[src/rtl/reg_file_pkg.sv]
// Shared types and helpers for the multi-read-port register file.
//   rw_mode_e   : same-cycle same-address read behaviour
//   clr_state_e : clear sequencer state
//   bytes_of()  : number of byte lanes in a word
package reg_file_pkg;

    typedef enum {RW_WRITE_FIRST, RW_READ_FIRST} rw_mode_e;

    typedef enum logic {ST_IDLE, ST_CLEAR} clr_state_e;

    function automatic int unsigned bytes_of(input int unsigned width);
        return width / 8;
    endfunction

endpackage

[src/rtl/reg_file_clear_fsm.sv]
// Clear sequencer: sweeps every address once after reset or on request.
//   i_clk      : clock
//   i_reset    : synchronous active-high reset, (re)starts the sweep at address 0
//   i_clear    : start a sweep, honoured only while idle
//   o_busy     : sweep in progress
//   o_clr_we   : write INIT value at o_clr_addr this cycle
//   o_clr_addr : current sweep address
module reg_file_clear_fsm
    import reg_file_pkg::*;
#(
    parameter int unsigned ADDR_WIDTH = 4
) (
    input  logic                  i_clk,
    input  logic                  i_reset,
    input  logic                  i_clear,
    output logic                  o_busy,
    output logic                  o_clr_we,
    output logic [ADDR_WIDTH-1:0] o_clr_addr
);

    localparam int unsigned CNT_W = ADDR_WIDTH + 1;
    localparam int unsigned LAST  = (1 << ADDR_WIDTH) - 1;

    clr_state_e       state_q, state_d;
    logic [CNT_W-1:0] addr_q, addr_d;
    logic             busy_d;

    // State, sweep counter and busy flag registers
    always_ff @(posedge i_clk) begin
        if (i_reset) begin
            state_q <= ST_CLEAR;
            addr_q  <= '0;
            o_busy  <= 1'b1;
        end else begin
            state_q <= state_d;
            addr_q  <= addr_d;
            o_busy  <= busy_d;
        end
    end

    // Next state: one word per cycle, return to idle after the last address
    always_comb begin
        state_d = state_q;
        addr_d  = addr_q;
        busy_d  = 1'b0;
        case (state_q)
            ST_IDLE: begin
                if (i_clear) begin
                    state_d = ST_CLEAR;
                    addr_d  = '0;
                end
            end
            ST_CLEAR: begin
                if (addr_q == CNT_W'(LAST)) begin
                    state_d = ST_IDLE;
                    addr_d  = '0;
                end else begin
                    addr_d = addr_q + CNT_W'(1);
                end
            end
            default: state_d = ST_IDLE;
        endcase
        busy_d = (state_d == ST_CLEAR);
    end

    // The busy register doubles as the sweep write strobe
    assign o_clr_we   = o_busy;
    assign o_clr_addr = addr_q[ADDR_WIDTH-1:0];

endmodule

[src/rtl/reg_file_mp.sv]
// Register file with one byte-enabled write port and NUM_RD_PORTS
// independent synchronous read ports, plus a built-in clear sweep.
//   i_clk     : clock
//   i_reset   : synchronous active-high reset
//   i_clear   : request a clear sweep (idle only)
//   i_wr_en   : write strobe; i_w_addr / i_w_data / i_w_be
//   i_rd_en   : per-port read strobe; i_r_addr packed per port
//   o_r_data  : packed per-port read data (latency 1, held when not strobed)
//   o_r_valid : per-port one-cycle pulse when o_r_data updates
//   o_busy    : clear sweep in progress
module reg_file_mp
    import reg_file_pkg::*;
#(
    parameter int unsigned           DATA_WIDTH   = 8,
    parameter int unsigned           ADDR_WIDTH   = 4,
    parameter int unsigned           NUM_RD_PORTS = 2,
    parameter string                 RW_MODE      = "WRITE_FIRST",
    parameter logic [DATA_WIDTH-1:0] INIT_VALUE   = '0,
    parameter string                 MEMORY_TYPE  = "distributed"
) (
    input  logic                                 i_clk,
    input  logic                                 i_reset,
    input  logic                                 i_clear,
    input  logic                                 i_wr_en,
    input  logic [ADDR_WIDTH-1:0]                i_w_addr,
    input  logic [DATA_WIDTH-1:0]                i_w_data,
    input  logic [bytes_of(DATA_WIDTH)-1:0]      i_w_be,
    input  logic [NUM_RD_PORTS-1:0]              i_rd_en,
    input  logic [NUM_RD_PORTS*ADDR_WIDTH-1:0]   i_r_addr,
    output logic [NUM_RD_PORTS*DATA_WIDTH-1:0]   o_r_data,
    output logic [NUM_RD_PORTS-1:0]              o_r_valid,
    output logic                                 o_busy
);

    localparam int unsigned DEPTH     = 1 << ADDR_WIDTH;
    localparam int unsigned NUM_BYTES = bytes_of(DATA_WIDTH);
    localparam rw_mode_e    RW_SEL    = (RW_MODE == "READ_FIRST") ? RW_READ_FIRST
                                                                  : RW_WRITE_FIRST;

    // Elaboration-time parameter checks
    if ((DATA_WIDTH % 8) != 0 || DATA_WIDTH == 0) begin : g_bad_width
        $error("reg_file_mp: DATA_WIDTH must be a non-zero multiple of 8");
    end
    if (NUM_RD_PORTS < 1) begin : g_bad_ports
        $error("reg_file_mp: NUM_RD_PORTS must be at least 1");
    end
    if (RW_MODE != "WRITE_FIRST" && RW_MODE != "READ_FIRST") begin : g_bad_mode
        $error("reg_file_mp: RW_MODE must be WRITE_FIRST or READ_FIRST");
    end
    if (MEMORY_TYPE == "") begin : g_bad_memtype
        $error("reg_file_mp: MEMORY_TYPE must not be empty");
    end

    logic                  clr_busy;
    logic                  clr_we;
    logic [ADDR_WIDTH-1:0] clr_addr;
    logic                  user_we;

    reg_file_clear_fsm #(
        .ADDR_WIDTH (ADDR_WIDTH)
    ) u_clear_fsm (
        .i_clk      (i_clk),
        .i_reset    (i_reset),
        .i_clear    (i_clear),
        .o_busy     (clr_busy),
        .o_clr_we   (clr_we),
        .o_clr_addr (clr_addr)
    );

    assign o_busy = clr_busy;

    // User writes are dropped while sweeping or in reset
    assign user_we = i_wr_en & ~clr_busy & ~i_reset;

    (* ram_style = MEMORY_TYPE *)
    logic [DATA_WIDTH-1:0] mem_q [DEPTH];

    // Array write: sweep has priority over the user port
    always_ff @(posedge i_clk) begin
        if (clr_we) begin
            mem_q[clr_addr] <= INIT_VALUE;
        end else if (user_we) begin
            for (int k = 0; k < NUM_BYTES; k++) begin
                if (i_w_be[k]) begin
                    mem_q[i_w_addr][8*k +: 8] <= i_w_data[8*k +: 8];
                end
            end
        end
    end

    // Per-port read word, with byte-wise bypass of a same-address write
    logic [DATA_WIDTH-1:0] rd_word [NUM_RD_PORTS];

    always_comb begin
        for (int p = 0; p < NUM_RD_PORTS; p++) begin
            rd_word[p] = mem_q[i_r_addr[p*ADDR_WIDTH +: ADDR_WIDTH]];
            if (RW_SEL == RW_WRITE_FIRST && user_we &&
                i_w_addr == i_r_addr[p*ADDR_WIDTH +: ADDR_WIDTH]) begin
                for (int k = 0; k < NUM_BYTES; k++) begin
                    if (i_w_be[k]) begin
                        rd_word[p][8*k +: 8] = i_w_data[8*k +: 8];
                    end
                end
            end
        end
    end

    logic [DATA_WIDTH-1:0]   r_data_q [NUM_RD_PORTS];
    logic [NUM_RD_PORTS-1:0] r_valid_q;

    // Read registers: hold data when not strobed, ignore strobes while busy
    always_ff @(posedge i_clk) begin
        if (i_reset) begin
            for (int p = 0; p < NUM_RD_PORTS; p++) begin
                r_data_q[p] <= '0;
            end
            r_valid_q <= '0;
        end else if (clr_busy) begin
            r_valid_q <= '0;
        end else begin
            r_valid_q <= i_rd_en;
            for (int p = 0; p < NUM_RD_PORTS; p++) begin
                if (i_rd_en[p]) begin
                    r_data_q[p] <= rd_word[p];
                end
            end
        end
    end

    // Flatten per-port registers onto the packed output
    always_comb begin
        o_r_data = '0;
        for (int p = 0; p < NUM_RD_PORTS; p++) begin
            o_r_data[p*DATA_WIDTH +: DATA_WIDTH] = r_data_q[p];
        end
    end

    assign o_r_valid = r_valid_q;

endmodule

[config.mk]
export PLATFORM = sky130hd
export DESIGN_NAME = reg_file_mp
export DESIGN_NICKNAME = d
export VERILOG_FILES = /design/src/rtl/reg_file_pkg.sv /design/src/rtl/reg_file_clear_fsm.sv /design/src/rtl/reg_file_mp.sv
export SDC_FILE = /design/constraint.sdc
export NUM_CORES = 1
export LEC_CHECK = 0
export ABC_AREA = 1
export CORE_ASPECT_RATIO = 1.1
export CORE_MARGIN = 1
export CORE_UTILIZATION = 40
export DETAILED_ROUTE_END_ITERATION = 16
export HOLD_SLACK_MARGIN = 0.06
export PLACE_DENSITY = 0.57
export SETUP_SLACK_MARGIN = 0.1
export SLEW_MARGIN = 20
export SYNTH_ARGS = -nofsm -noshare
export SYNTH_HDL_FRONTEND = slang
export SYNTH_HIERARCHICAL = 1
export SYNTH_SLANG_ARGS = --single-unit
[constraint.sdc]
create_clock -name i_clk -period 2.2 [get_ports i_clk]
set_clock_uncertainty 0.15 [all_clocks]
set_input_delay 0.44 -clock i_clk [delete_from_list [all_inputs] [get_ports i_clk]]
set_output_delay 0.44 -clock i_clk [all_outputs]
set_load 0.005 [all_outputs]
==> results.sh <==
export IMPL_status="completed"
export IMPL_cts_buffers=17
export IMPL_cts_num_sinks=152
export IMPL_port_buffers=45
export IMPL_finalWorstSetupSlack_ps=141.9
export IMPL_routed_wl_met2_um=11840
export IMPL_die_w_um=139.9
export IMPL_synthCells=1023
export IMPL_wl_met3_um=2021
export IMPL_critical_path_most_common_cell="nand3_4"
export IMPL_grt_max_degree=46
export IMPL_core_sq_um=20580
export IMPL_max_cap_violations=0
export IMPL_dieHeight_um=153.7
export IMPL_avgViaCountPerCell=5.279
export IMPL_gr_total_overflow=0
export IMPL_cts_max_level=4
export IMPL_synth_nets=1051
export IMPL_worstSetupEndpointType="register"
export IMPL_synth_async_reset_ratio_pct=0
export IMPL_grt_pass1_wl_um=40140
export IMPL_dpl_worst_slack_ps=-389.6
export IMPL_power_per_cell_area_nw_per_um2=673.1
export IMPL_clock_path_buffers=2
export IMPL_multiInputGateArea_sq_um=3023
export IMPL_synth_area_top_cells="edfxtp_1, nand2_1, nand3_1"
export IMPL_crit_fanout=8
export IMPL_ys_warn_count=6
export IMPL_tritoncts="done"
export IMPL_rows=55
export IMPL_tns_ps=0
export IMPL_routedWlPerCell_um=18.87
export IMPL_drtPass1Iterations=5
export IMPL_leakage_nw=4.676
export IMPL_clk_pin_slew_ps=70
export IMPL_rsz0062_at_grt="true"
export IMPL_clk_latency_ps=440
export IMPL_seq_area_frac_synth_pct=53.57
export IMPL_setup_worst_path_end="mem_q[14][5]$_DFFE_PP_"
export IMPL_worst_ir_drop_vdd_v=0.0005417
export IMPL_hp_class="input pin to register"
export IMPL_cts_root_buf="clkbuf_16"
export IMPL_met1_length_um=11140
export IMPL_ys_types=33
export IMPL_syn_avg_cell_area_sq_um=8.182
export IMPL_drtAntennaViolNets=0
export IMPL_drt_iter0_drc=746
export IMPL_hold_viol=0
export IMPL_place_inst=1343
export IMPL_routed_top_layer="met4"
export IMPL_fin_nets=1135
export IMPL_grt_pass1_vias=6878
export IMPL_slew_violations=0
export IMPL_power_total_mw=6.945
export IMPL_fillers=1927
export IMPL_track_usage_pct=25.27
export IMPL_final_cells=1376
export IMPL_place_gp_congestion=0.9092
export IMPL_rrSetupSlack_ps=140
export IMPL_fin_hold_ws_ps=223.5
export IMPL_drc=0
export IMPL_crit_chain="nor2_4 > nand2_4 > inv_4 > nand3_4 > buf_6 > o21ai_4 > nand3_4 > nor2_1 > buf_4"
export IMPL_reg2reg_from="u_clear_fsm/state_q$_SDFF_PP1_"
export IMPL_timing_final_crit_share_pct=93.55
export IMPL_synth_top_cells_by_count="nand2_1, nand3_1, inv_1, edfxtp_1, nor2_1"
export IMPL_synth_ff_type="edfxtp_1"
export IMPL_critical_path_startpoint="u_clear_fsm/state_q$_SDFF_PP1_"
export IMPL_path_class="register to register"
export IMPL_clock_fmax_ghz=0.4859
export IMPL_startpoint_type="register"
export IMPL_num_vias=7264
export IMPL_slew_headroom_pct=72.76
export IMPL_crit_arrival_ps=2060
export IMPL_hold_path_startpoint="i_reset"
export IMPL_synth_area_sq_um=8371
export IMPL_crit_required_ps=2200
export IMPL_dieArea_sq_um=21510
export IMPL_crit_path_top_delay_cell="dfxtp_4"
export IMPL_diodes=0
export IMPL_worstReg2RegEnd="mem_q[14][5]$_DFFE_PP_"
export IMPL_max_stage_delay_ps=370
export IMPL_synthToLayoutAreaGrowth_pct=23.27
export IMPL_yosysMostFrequentCell="nand2_1"
export IMPL_drt_total_wl_um=25960
export IMPL_ios=46
export IMPL_max_slew_worst_pin_slew_ps=407.4
export IMPL_post_route_min_period_ps=2058
export IMPL_start_util_pct=40.68
export IMPL_synth_edf_count=144
export IMPL_ys_seq_elements=152
export IMPL_regArea_sq_um=4488
export IMPL_reg2reg_depth=9
export IMPL_hpwlAfterDp_um=18330
export IMPL_finalSetupViolCount=0
export IMPL_synth_top_cell_area_share_pct=51.66
export IMPL_drive_above_1_share_pct=14.20
export IMPL_antenna_found_initial=0
export IMPL_yosys_area_top_type="edfxtp_1"
-- what timing repair did --
| action | in CTS | in global routing |
|---|---|---|
| hold buffers | 0 | 0 |
| setup endpoints to repair | 16 | 128 |
| pin swaps | 0 | 5 |
| setup buffers | 0 | 1 |
| gates resized for setup | 1 | 35 |
-- registers in the layout, indices dropped and copies added, names as in the netlist --
name	count
mem_q	128
o_r_valid	2
r_data_q	16
u_clear_fsm/addr_q	5
u_clear_fsm/state_q	1
-- final cells by class --
class,instances,share of cell area [%]
multi-input cells,646,29.30
well taps,256,3.104
inverters,166,6.063
clock inverters,15,1.504
repair buffers,124,12.42
flip-flops and latches,152,43.49
clock buffers,17,4.123
-- cells in the final DEF (no fill, tap or decap), drive strengths merged, types with 4 or more instances in the layout --
| cell | count |
|---|---|
| nor2 | 47 |
| nand3 | 215 |
| edfxtp | 144 |
| o211ai | 4 |
| dfxtp | 8 |
| clkbuf | 17 |
| nand2 | 320 |
| clkdlybuf4s50 | 41 |
| inv | 175 |
| o21ai | 24 |
| buf | 81 |
| a21oi | 27 |
-- worst min path at each step --
stage | to | slack (ps) | cells after the start
3_5_place_dp | u_clear_fsm/addr_q[4]$_SDFFE_PP0P_ | 280 | 2
3_3_place_gp | u_clear_fsm/addr_q[4]$_SDFFE_PP0P_ | 280 | 2
5_1_grt | u_clear_fsm/addr_q[1]$_SDFFE_PP0P_ | 250 | 3
4_1_cts | u_clear_fsm/addr_q[4]$_SDFFE_PP0P_ | 300 | 2
2_1_floorplan | u_clear_fsm/addr_q[4]$_SDFFE_PP0P_ | 270 | 2
6_report | u_clear_fsm/addr_q[1]$_SDFFE_PP0P_ | 220 | 3
-- where the power goes --
group          switching, mW  internal [mW]  total [mW]
combinational          0.528          0.318       0.846
clock                   1.36           1.51        2.88
sequential            0.0255           3.20        3.22
-- cells by family (layout without fill, tap and decap cells) --
kind of cell	count (synthesis)	count (layout)	share of synthesized area [%]
buffers and inverters	225	322	11.63
and+or+nand+nor	586	586	30.46
xor gates and xnor gates	4	4	0.4186
adders and majority gates	1	1	0.1495
AOI/OAI and AO/OA	55	55	3.767
DFF	152	152	53.57
-- through the flow --
stage          utilization [%]  area (sq um)
2_1_floorplan                -          8381
3_3_place_gp             46.61          9590
3_5_place_dp             46.61          9590
4_1_cts                  49.47         10180
5_1_grt                  50.15         10320
6_report                 50.15         10320
-- routing by layer --
| metal | up-vias | track usage, % |
|---|---|---|
| li1 | 3461 | - |
| met1 | 3381 | 34.24 |
| met2 | 361 | 39.40 |
| met3 | 61 | 4.422 |
| met4 | 0 | 11.83 |
| met5 | - | 0 |
-- worst max-delay path, delay by kind of cell, from the launching register on --
family          cells  cell delay, ps
simple gates        5             600
buf+inv             3             420
flops               1             370
compound gates      1             220
Power figures use the tool's default switching activity.
